File: src/rtl/alu_pkg.sv
// Shared opcode encodings and condition-code bit positions for the RISC-Mini ALU.
// Opcode layout is {func[3:0], type[2:0]}.
package alu_pkg;

  typedef enum logic [2:0] {
    R_TYPE = 3'b000,
    I_TYPE = 3'b001,
    M_TYPE = 3'b010,
    B_TYPE = 3'b011,
    J_TYPE = 3'b100
  } op_type_e;

  typedef enum logic [3:0] {
    ADD  = 4'd0,
    SUB  = 4'd1,
    MULT = 4'd2,
    AND  = 4'd3,
    OR   = 4'd4,
    XOR  = 4'd5,
    NOT  = 4'd6
  } r_func_e;

  typedef enum logic [3:0] {
    BEQ = 4'd0,
    BNE = 4'd1,
    BLT = 4'd2,
    BLE = 4'd3,
    BGT = 4'd4,
    BGE = 4'd5
  } b_func_e;

  localparam int CC_TAKEN  = 0;
  localparam int CC_OVF    = 1;
  localparam int CC_BORROW = 2;
  localparam int CC_W      = 4;

endpackage

File: src/rtl/alu_if.sv
// Operand/opcode inputs and registered result/condition codes of the ALU.
// No handshake: the ALU samples a, b, opcode on every rising clk edge and
// presents the result one cycle later; a new operation may be issued each cycle.
interface alu_if #(
  parameter int WIDTH = 32
);
  logic [WIDTH-1:0] a;
  logic [WIDTH-1:0] b;
  logic [6:0]       opcode;
  logic [WIDTH-1:0] alu_out;
  logic [3:0]       alu_cc;

  modport master (output a, output b, output opcode, input alu_out, input alu_cc);
  modport slave  (input a, input b, input opcode, output alu_out, output alu_cc);
endinterface

File: src/rtl/alu_comb.sv
// Combinational ALU datapath: decodes the opcode and produces the next
// result and condition codes for the output register.
module alu_comb
  import alu_pkg::*;
#(
  parameter int WIDTH = 32
) (
  input  logic [WIDTH-1:0] a_i,
  input  logic [WIDTH-1:0] b_i,
  input  logic [6:0]       opcode_i,
  output logic [WIDTH-1:0] out_o,
  output logic [CC_W-1:0]  cc_o
);

  op_type_e         op_type;
  r_func_e          r_func;
  b_func_e          b_func;
  logic [WIDTH-1:0] sum;
  logic [WIDTH-1:0] diff;
  logic [WIDTH-1:0] prod;
  logic             a_msb;
  logic             b_msb;
  logic             eq;
  logic             slt;
  logic             ult;

  assign op_type = op_type_e'(opcode_i[2:0]);
  assign r_func  = r_func_e'(opcode_i[6:3]);
  assign b_func  = b_func_e'(opcode_i[6:3]);

  // Low WIDTH bits of the product are the same for signed and unsigned operands.
  assign sum   = a_i + b_i;
  assign diff  = a_i - b_i;
  assign prod  = a_i * b_i;
  assign a_msb = a_i[WIDTH-1];
  assign b_msb = b_i[WIDTH-1];
  assign eq    = (a_i == b_i);
  assign slt   = ($signed(a_i) < $signed(b_i));
  assign ult   = (a_i < b_i);

  always_comb begin
    out_o = '0;
    cc_o  = '0;
    case (op_type)
      R_TYPE: begin
        case (r_func)
          ADD: begin
            out_o         = sum;
            cc_o[CC_OVF]  = (a_msb & b_msb & ~sum[WIDTH-1]) |
                            (~a_msb & ~b_msb & sum[WIDTH-1]);
          end
          SUB: begin
            out_o           = diff;
            cc_o[CC_OVF]    = (a_msb ^ b_msb) & (a_msb ^ diff[WIDTH-1]);
            cc_o[CC_BORROW] = ult;
          end
          MULT:    out_o = prod;
          AND:     out_o = a_i & b_i;
          OR:      out_o = a_i | b_i;
          XOR:     out_o = a_i ^ b_i;
          NOT:     out_o = ~a_i;
          default: out_o = '0;
        endcase
      end
      B_TYPE: begin
        case (b_func)
          BEQ:     cc_o[CC_TAKEN] = eq;
          BNE:     cc_o[CC_TAKEN] = ~eq;
          BLT:     cc_o[CC_TAKEN] = slt;
          BLE:     cc_o[CC_TAKEN] = slt | eq;
          BGT:     cc_o[CC_TAKEN] = ~(slt | eq);
          BGE:     cc_o[CC_TAKEN] = ~slt;
          default: cc_o[CC_TAKEN] = 1'b0;
        endcase
      end
      default: begin
        out_o = '0;
        cc_o  = '0;
      end
    endcase
  end

endmodule

File: src/rtl/alu_core.sv
// Execute-stage ALU: combinational datapath followed by a result/condition-code
// register that loads every cycle and clears asynchronously on rst.
module alu_core
  import alu_pkg::*;
#(
  parameter int WIDTH = 32
) (
  input  logic clk,
  input  logic rst,
  alu_if.slave bus
);

  logic [WIDTH-1:0] out_d;
  logic [WIDTH-1:0] out_q;
  logic [CC_W-1:0]  cc_d;
  logic [CC_W-1:0]  cc_q;

  alu_comb #(
    .WIDTH(WIDTH)
  ) u_comb (
    .a_i      (bus.a),
    .b_i      (bus.b),
    .opcode_i (bus.opcode),
    .out_o    (out_d),
    .cc_o     (cc_d)
  );

  always_ff @(posedge clk or posedge rst) begin
    if (rst) begin
      out_q <= '0;
      cc_q  <= '0;
    end else begin
      out_q <= out_d;
      cc_q  <= cc_d;
    end
  end

  assign bus.alu_out = out_q;
  assign bus.alu_cc  = cc_q;

endmodule

File: src/flat_wrapper.sv
// flat-port wrapper written by rule: the top's interface ports become plain ports
module alu_core_flat import alu_pkg::*;
#(
  parameter int WIDTH = 32
)
  (clk, rst, bus_a, bus_b, bus_opcode, bus_alu_out, bus_alu_cc);
  alu_if #(.WIDTH(WIDTH)) bus_i ();
  input  logic clk;
  input  logic rst;
  input wire logic [$bits(bus_i.a)-1:0] bus_a;
  input wire logic [$bits(bus_i.b)-1:0] bus_b;
  input wire logic [$bits(bus_i.opcode)-1:0] bus_opcode;
  output wire logic [$bits(bus_i.alu_out)-1:0] bus_alu_out;
  output wire logic [$bits(bus_i.alu_cc)-1:0] bus_alu_cc;
  assign bus_i.a = bus_a;
  assign bus_i.b = bus_b;
  assign bus_i.opcode = bus_opcode;
  assign bus_alu_out = bus_i.alu_out;
  assign bus_alu_cc = bus_i.alu_cc;
  alu_core #(.WIDTH(WIDTH)) u_core (.clk(clk), .rst(rst), .bus(bus_i));
endmodule
File: config.mk
export PLATFORM = sky130hd
export DESIGN_NAME = alu_core_flat
export DESIGN_NICKNAME = d
export VERILOG_FILES = /design/src/rtl/alu_pkg.sv /design/src/rtl/alu_if.sv /design/src/rtl/alu_comb.sv /design/src/rtl/alu_core.sv /design/src/flat_wrapper.sv
export SDC_FILE = /design/constraint.sdc
export NUM_CORES = 1
export LEC_CHECK = 0
export BUFFER_PORTS_ARGS = -buffer_cell sky130_fd_sc_hd__buf_2
export CAP_MARGIN = 20
export CORE_MARGIN = 5
export CORE_UTILIZATION = 58
export DETAILED_ROUTE_END_ITERATION = 16
export PLACE_DENSITY = 0.85
export REMOVE_ABC_BUFFERS = 1
export SLEW_MARGIN = 25
export SYNTH_ARGS = -nofsm -noshare
export SYNTH_HDL_FRONTEND = slang
export SYNTH_SLANG_ARGS = --single-unit
export TNS_END_PERCENT = 100
File: constraint.sdc
create_clock -name clk -period 1.7 [get_ports clk]
set_clock_uncertainty 0.05 [all_clocks]
set_input_delay 0.255 -clock clk [delete_from_list [all_inputs] [get_ports clk]]
set_output_delay 0.255 -clock clk [all_outputs]
set_load 0.05 [all_outputs]
==> out/results.txt, run 1 <==
Status = did not finish
Fail Step = 5_1_grt
Stop Error = [ERROR GRT-0232] Routing congestion too high. Check the congestion heatmap in the GUI.
Worst endpoint type = sequential cell input
Complex-gate fraction of the synthesized area = 0.118
Syn Inst Count = 2,546
Sequential-to-total area share from yosys stat = 0.0420
Placed insts = 3,544
Pre-CTS WS = -5.82 ns
Main synth FF type = dfrtp_1
Most numerous cell in the Yosys netlist = inv_1
I/O Buffers = 107
Synth cell types = 70
Hold_buf cts = 0
Synth area leader = fa_1
Synth Cell Area = 20,800 um2
Total track usage = 0.716
Post-GRT worst EP = u_core.bus.alu_out[30]$_DFF_PP0_/D
Yosys reg bits = 35
Hpwl dp = 79.6 mm
Die W = 200 um
Num rows = 69
# clock sinks = 35
CTS Buf Count = 5
Post-synth top cells = 453 x inv_1, 410 x fa_1, 382 x nor2_1, 284 x nand2_1, 219 x ha_1
Chip Height = 200 um
Number of synthesized flops with an enable pin = 0
DP Area = 25,800 um2
Largest family of logic cells by synthesized area = adder cells
Gr ovfl total = 9
Mux cell area share after synthesis = 0.00348
CTS root buffer = clkbuf_16
Clock Path Buffers = 2
Gpl congestion = 1.07
Yosys warns = 0
XOR/XNOR Fraction of Synth Area = 0.0454
Synth Area in Simple Gates = 0.158
I/O Pins = 109
Largest net degree at the start of global routing = 36
Synth top area share = 0.394
Post-Synth Adder-Cell Area = 0.525
Synth area leaders = fa_1 39%, ha_1 13%, inv_1 8.2%, nor2_1 6.9%, nand2_1 5.1%
Initial core utilization = 0.587
H-tree levels = 2
Asr flop ratio synth = 1.00
Avg Inst Size Synth = 8.19 um2
[cells by family after synthesis]
logic type,Yosys count
simple gates,793
fa+ha+maj,629
buf+inv,600
flops,35
xor+xnor,108
mux,7
compound gates,373
other cells,1
[per-stage QoR]
stage	hold WS, ns	utilization
2_1_floorplan	0.283	-
3_3_place_gp	0.331	0.728
3_5_place_dp	0.350	0.728
4_1_cts	0.0362	0.802
[routing by layer]
metal,overflow,track usage
met5,0,0.446
met4,3,0.627
met3,1,0.585
met2,3,0.866
met1,2,0.733
[timing repair]
item                       4_1_cts
setup endpoints to repair       35
pin swaps                      174
setup buffers                   67
resized for setup              458
==> run 2: changes to the inputs <==
--- a/config.mk
+++ b/config.mk
@@ -8,9 +8,9 @@
 export BUFFER_PORTS_ARGS = -buffer_cell sky130_fd_sc_hd__buf_2
 export CAP_MARGIN = 20
 export CORE_MARGIN = 5
-export CORE_UTILIZATION = 58
+export CORE_UTILIZATION = 40
 export DETAILED_ROUTE_END_ITERATION = 16
-export PLACE_DENSITY = 0.85
+export PLACE_DENSITY_LB_ADDON = 0.15
 export REMOVE_ABC_BUFFERS = 1
 export SLEW_MARGIN = 25
 export SYNTH_ARGS = -nofsm -noshare
==> run 2 against run 1 <==
  * The flow now finishes, with violations (setup timing)
  * Synthesized area stayed put
  * Synthesized cell count stayed put
==> out/results.txt, run 2 <==
Via count = 20,900
Avg Inst Size Synth = 8.19 um2 (unchanged)
Pre-CTS WS = -5.73 ns (was -5.82 ns)
Number of max-cap violations = 0
Routed wire length = 97.9 mm
Gpl congestion = 1.05 (was 1.07)
Critical Path RT = 1.84 ns
Die area = 56,800 um2
Initial core utilization = 0.405 (was 0.587)
Yosys warns = 0 (unchanged)
DRT iter0 DRCs = 1,683
Status = complete, but fails checks (was did not finish)
Most numerous cell in the Yosys netlist = inv_1 (unchanged)
Clock Pin Slew Worst Setup and Hold Paths = 0.07 ns
Design area = 28,800 um2
Violated checks = setup timing
PnR worst setup slack = -5.13 ns
Filler cell count = 4,775
Main synth FF type = dfrtp_1 (unchanged)
Final setup viols = 34
Core area = 51,500 um2
Synth Cell Area = 20,800 um2 (unchanged)
Fin crit share = 4.02
Post-Synth Adder-Cell Area = 0.525 (unchanged)
Commonest non-fill, non-tap cells in the layout = 549 x buf_4, 418 x inv_1, 392 x fa_1
Yosys reg bits = 35 (unchanged)
Syn Inst Count = 2,546 (unchanged)
DRC viols = 0
Gr ovfl total = 0
Area Overhead vs Synth = 38.1%
Crit end category = flop
Synth cell types = 70 (unchanged)
Utilization after layout = 0.559
Crit path time final = 6.83 ns
Worst Tran Pin Value = 0.895 ns
Synth top area share = 0.394 (unchanged)
Num rows = 83 (was 69)
Sequential-to-total area share from yosys stat = 0.0420 (unchanged)
Reg area = 876 um2
XOR/XNOR Fraction of Synth Area = 0.0454 (unchanged)
Max reg flops = 32
CTS tree = yes
# clock sinks = 35 (unchanged)
I/O Buffers = 107 (unchanged)
Drt wl/cell = 25.6 um
Relative slew slack = 0.401
Number of synthesized flops with an enable pin = 0 (unchanged)
Multi-input gate area = 19,300 um2
Max Clock Freq = 0.146 GHz
Asr flop ratio synth = 1.00 (unchanged)
H-tree levels = 2 (unchanged)
Synth Area in Simple Gates = 0.158 (unchanged)
First-pass GRT wire length = 143 mm
Complex-gate fraction of the synthesized area = 0.118 (unchanged)
Initial antenna violation count = 1
Synth area leader = fa_1 (unchanged)
Largest family of logic cells by synthesized area = adder cells (unchanged)
I/O Pins = 109 (unchanged)
Routed Antenna Nets = 0
Fin nets = 3,851
DP Area = 26,400 um2 (was 25,800 um2)
Die W = 238 um (was 200 um)
Worst hold path class = primary input to async pin
Critical Path Fanout Max = 7
Chip Height = 238 um (was 200 um)
Vias in the first global route = 22,200
RSZ-0062 raised after global routing = yes
Synth area leaders = fa_1 39%, ha_1 13%, inv_1 8.2%, nor2_1 6.9%, nand2_1 5.1% (unchanged)
Largest net degree at the start of global routing = 36
Clock Path Buffers = 2 (unchanged)
Post-synth top cells = 453 x inv_1, 410 x fa_1, 382 x nor2_1, 284 x nand2_1, 219 x ha_1 (unchanged)
Share of cells above drive strength 1 = 0.323
Worst setup path class = primary input to flop
CTS root buffer = clkbuf_16 (unchanged)
Final Hold Fails = 0
Hpwl dp = 84.2 mm (was 79.6 mm)
Final hold slack = 0.0277 ns
Mux cell area share after synthesis = 0.00348 (unchanged)
Commonest non-fill, non-tap cell in the layout = buf_4
Worst EP arrival = 6.97 ns
Detailed Routing Iterations Pass 1 = 5
CTS Buf Count = 5 (unchanged)
Vias per std cell = 5.45
CP Launch Type = primary input
Total track usage = 0.340
Pins Over Slew Limit = 0
run 2: what timing repair did:
action                                  CTS  global route
pin swaps                                97           126
endpoints found under the setup margin   34            34
setup buffers                            32            10
hold buffers                              0             0
resized for setup                       249           196
run 2: kinds of logic after synthesis:
logic type / Yosys count
AOI/OAI and AO/OA: 373
xor gates and xnor gates: 108
adders and majority gates: 629
buffers and inverters: 600
DFF: 35
muxes: 7
other: 1
and+or+nand+nor: 793
run 2: metal layers:
metal  global-route usage  wire length (um)  up-vias
li1                     -                 -     9157
met1                0.451             39500    10500
met2                0.561             45600     1008
met3               0.0584              7700      208
met4                0.130              5100        0
met5                    0                 0        -
run 2: through the flow:
stage / std cells / setup TNS (ns)
2_1_floorplan: 2417 / -127.87
4_1_cts: 3822 / -130.19
5_1_grt: 3830 / -134.24
3_5_place_dp: 3786 / -149.96
3_3_place_gp: 3786 / -149.53
6_report: 3831 / -128.71
run 2: worst max-delay path, cell delays in order:
cell,delay [ns]
buf_4,0.16
inv_1,0.16
buf_4,0.16
buf_6,0.17
nor2_1,0.08
fa_1,0.59
inv_1,0.07
fa_1,0.50
inv_1,0.06
fa_1,0.57
fa_1,0.41
inv_1,0.12
fa_1,0.45
fa_1,0.52
fa_1,0.45
fa_2,0.39
xnor2_2,0.15
xnor2_1,0.14
xnor2_1,0.26
xnor2_1,0.13
xnor2_1,0.26
xnor2_1,0.14
xnor2_1,0.27
xnor2_1,0.12
a221oi_2,0.28
nor2_1,0.08
run 2: final cells by class:
| class | count | share of cell area |
|---|---|---|
| clock buffers | 6 | 0.00448 |
| well taps | 680 | 0.0295 |
| inverters | 471 | 0.0636 |
| flip-flops and latches | 35 | 0.0304 |
| multi-input cells | 1911 | 0.670 |
| clock inverters | 2 | 0.000435 |
| diodes | 1 | 0.0000869 |
| repair buffers | 725 | 0.201 |
run 2: path summary, 6_finish.rpt:
check	startpoint	endpoint	depth (start not counted)
worst max-delay path	bus_a[7]	u_core.bus.alu_out[31]$_DFF_PP0_	26
worst min-delay path	rst	u_core.bus.alu_out[26]$_DFF_PP0_	3
max in group asynchronous	rst	u_core.bus.alu_out[8]$_DFF_PP0_	3
min in group clk	bus_opcode[2]	u_core.bus.alu_cc[0]$_DFF_PP0_	3
Power of run 2 is left out: the tool's default activity adds up to more than one toggle a clock period on the data nets, which glitch-free logic cannot reach.
==> run 3: changes to the inputs <==
--- a/config.mk
+++ b/config.mk
@@ -5,6 +5,7 @@
 export SDC_FILE = /design/constraint.sdc
 export NUM_CORES = 1
 export LEC_CHECK = 0
+export ABC_AREA = 1
 export BUFFER_PORTS_ARGS = -buffer_cell sky130_fd_sc_hd__buf_2
 export CAP_MARGIN = 20
 export CORE_MARGIN = 5
==> run 3 against run 2 <==
  * Non-clock buffer count is 139 higher
  * Die area is 13% higher
  * Clock-buffer cell count stayed put
  * The run still ends with setup timing left
==> out/results.txt, run 3 <==
Fin crit share = 3.75 (was 4.02)
Sequential-to-total area share from yosys stat = 0.0370 (was 0.0420)
PnR worst setup slack = -4.68 ns (was -5.13 ns)
Area Overhead vs Synth = 42.7% (was 38.1%)
Max incr delay on CP = 0.54 ns (was 0.59 ns)
DRC viols = 0 (unchanged)
Clock Path Buffers = 2 (unchanged)
Status = complete, but fails checks (unchanged)
CP Launch Type = primary input (unchanged)
Crit end category = flop (unchanged)
Vias per std cell = 4.92 (was 5.45)
CP dominant cell by count = fa_1
Total track usage = 0.289 (was 0.340)
Initial core utilization = 0.402 (was 0.405)
Avg Inst Size Synth = 6.95 um2 (was 8.19 um2)
Synth Cell Area = 23,700 um2 (was 20,800 um2)
Filler cell count = 5,495 (was 4,775)
Worst Tran Pin Value = 0.571 ns (was 0.895 ns)
Hpwl dp = 78.8 mm (was 84.2 mm)
Synth area leaders = fa_1 35%, inv_1 15%, nand2_1 13%, ha_1 12%, dfrtp_1 3.7% (was fa_1 39%, ha_1 13%, inv_1 8.2%, nor2_1 6.9%, nand2_1 5.1%)
# clock sinks = 35 (unchanged)
Multi-input gate area = 20,800 um2 (was 19,300 um2)
Die W = 253 um (was 238 um)
Pins Over Slew Limit = 0 (unchanged)
Worst EP arrival = 6.51 ns (was 6.97 ns)
First-pass GRT wire length = 143 mm (about the same)
Asr flop ratio synth = 1.00 (unchanged)
Max Clock Freq = 0.157 GHz (was 0.146 GHz)
Final setup viols = 34 (unchanged)
I/O Buffers = 107 (unchanged)
Gpl congestion = 0.998 (was 1.05)
Relative slew slack = 0.615 (was 0.401)
Synth area leader = fa_1 (unchanged)
Initial antenna violation count = 2 (was 1)
Post-synth top cells = 927 x inv_1, 845 x nand2_1, 410 x fa_1, 219 x ha_1, 152 x a21oi_1 (was 453 x inv_1, 410 x fa_1, 382 x nor2_1, 284 x nand2_1, 219 x ha_1)
CTS Buf Count = 5 (unchanged)
Crit path time final = 6.38 ns (was 6.83 ns)
Critical Path Fanout Max = 5 (was 7)
Number of max-cap violations = 0 (unchanged)
Num rows = 89 (was 83)
Routed wire length = 94.5 mm (was 97.9 mm)
H-tree levels = 2 (unchanged)
Gr ovfl total = 0 (unchanged)
Share of cells above drive strength 1 = 0.320 (was 0.323)
Commonest non-fill, non-tap cells in the layout = 870 x inv_1, 793 x nand2_1, 666 x buf_4 (was 549 x buf_4, 418 x inv_1, 392 x fa_1)
Main synth FF type = dfrtp_1 (unchanged)
Pre-CTS WS = -5.30 ns (was -5.73 ns)
Violated checks = setup timing (unchanged)
Chip Height = 253 um (was 238 um)
Syn Inst Count = 3,408 (was 2,546)
Commonest non-fill, non-tap cell in the layout = inv_1 (was buf_4)
Drt wl/cell = 19.3 um (was 25.6 um)
Yosys warns = 0 (unchanged)
Die area = 64,200 um2 (was 56,800 um2)
Detailed Routing Iterations Pass 1 = 6 (was 5)
Synth cell types = 64 (was 70)
Reg area = 876 um2 (unchanged)
Yosys reg bits = 35 (unchanged)
Largest net degree at the start of global routing = 22 (was 36)
Synth top area share = 0.346 (was 0.394)
Final Hold Fails = 0 (unchanged)
Via count = 24,100 (was 20,900)
Clock Pin Slew Worst Setup and Hold Paths = 0.07 ns (about the same)
CTS tree = yes (unchanged)
I/O Pins = 109 (unchanged)
Worst setup path class = primary input to flop (unchanged)
Slowest CP cell = fa_2 (was fa_1)
DRT iter0 DRCs = 1,787 (was 1,683)
Most numerous cell in the Yosys netlist = inv_1 (unchanged)
Routed Antenna Nets = 0 (unchanged)
Antenna diode count = 0 (was 1)
Max reg flops = 32 (unchanged)
RSZ-0062 raised after global routing = yes (unchanged)
Vias in the first global route = 24,300 (was 22,200)
Fin nets = 4,829 (was 3,851)
Worst hold path class = primary input to flop (was primary input to async pin)
Core area = 58,900 um2 (was 51,500 um2)
Number of synthesized flops with an enable pin = 0 (unchanged)
Critical Path RT = 1.83 ns (was 1.84 ns)
CTS root buffer = clkbuf_16 (unchanged)
-- run 3: cells by family (layout without fill, tap and decap cells) --
logic type	after synthesis	in the layout	synth area share
other cells	1	1	0.000158
buf+inv	1107	1827	0.183
compound gates	394	394	0.0957
flops	35	35	0.0370
fa+ha+maj	629	629	0.462
xor+xnor	32	32	0.0125
simple gates	1210	1210	0.210
-- run 3: path summary, 6_finish.rpt --
| kind | depth (start not counted) | start | to |
|---|---|---|---|
| min | 3 | bus_opcode[1] | u_core.bus.alu_cc[0]$_DFF_PP0_ |
| max | 29 | bus_b[7] | u_core.bus.alu_out[27]$_DFF_PP0_ |
| max in group asynchronous | 4 | rst | u_core.bus.alu_out[20]$_DFF_PP0_ |
| min in group asynchronous | 4 | rst | u_core.bus.alu_cc[0]$_DFF_PP0_ |
-- run 3: per-layer routing --
layer  up-vias  global-route usage  share of wire
met5         -                   0        0.00014
met2       720               0.475           0.46
met4         2              0.0518          0.026
met1     11800               0.418           0.45
met3       115              0.0347          0.063
li1      11500                   -              -
-- run 3: cell type report --
class | instances | area share
clock inverter | 2 | 0.00115
sequential | 35 | 0.0259
multi-input combinational | 2266 | 0.614
clock buffer | 6 | 0.00411
timing repair buffer | 864 | 0.219
inverter | 955 | 0.107
tap | 773 | 0.0286
-- run 3: worst max-delay path, delay by kind of cell --
kind            cells  cell delay (ns)
fa+ha+maj           9             4.16
buf+inv             9             0.81
compound gates      5             0.72
simple gates        6             0.51
-- run 3: repair_timing --
item | CTS | global route
setup buffers | 36 | 28
pin swaps | 158 | 208
endpoints found under the hold margin | 35 | 0
gates cloned | 2 | 1
hold buffers | 1 | 0
resized for setup | 438 | 244
setup endpoints to repair | 34 | 34
-- run 3: metrics by stage --
step | hold WS [ns] | utilization | instances | instance area [um2] | TNS [ns]
floorplan | 0.343 | - | 3256 | 23000 | -104.48
global placement | 0.270 | 0.514 | 4839 | 30300 | -138.53
detailed placement | 0.281 | 0.514 | 4839 | 30300 | -139.72
CTS | 0.149 | 0.554 | 4880 | 32600 | -115.49
global route | 0.157 | 0.574 | 4901 | 33800 | -121.45
finish | 0.149 | 0.574 | 4901 | 33800 | -116.44
Power of run 3 is left out for the same reason.
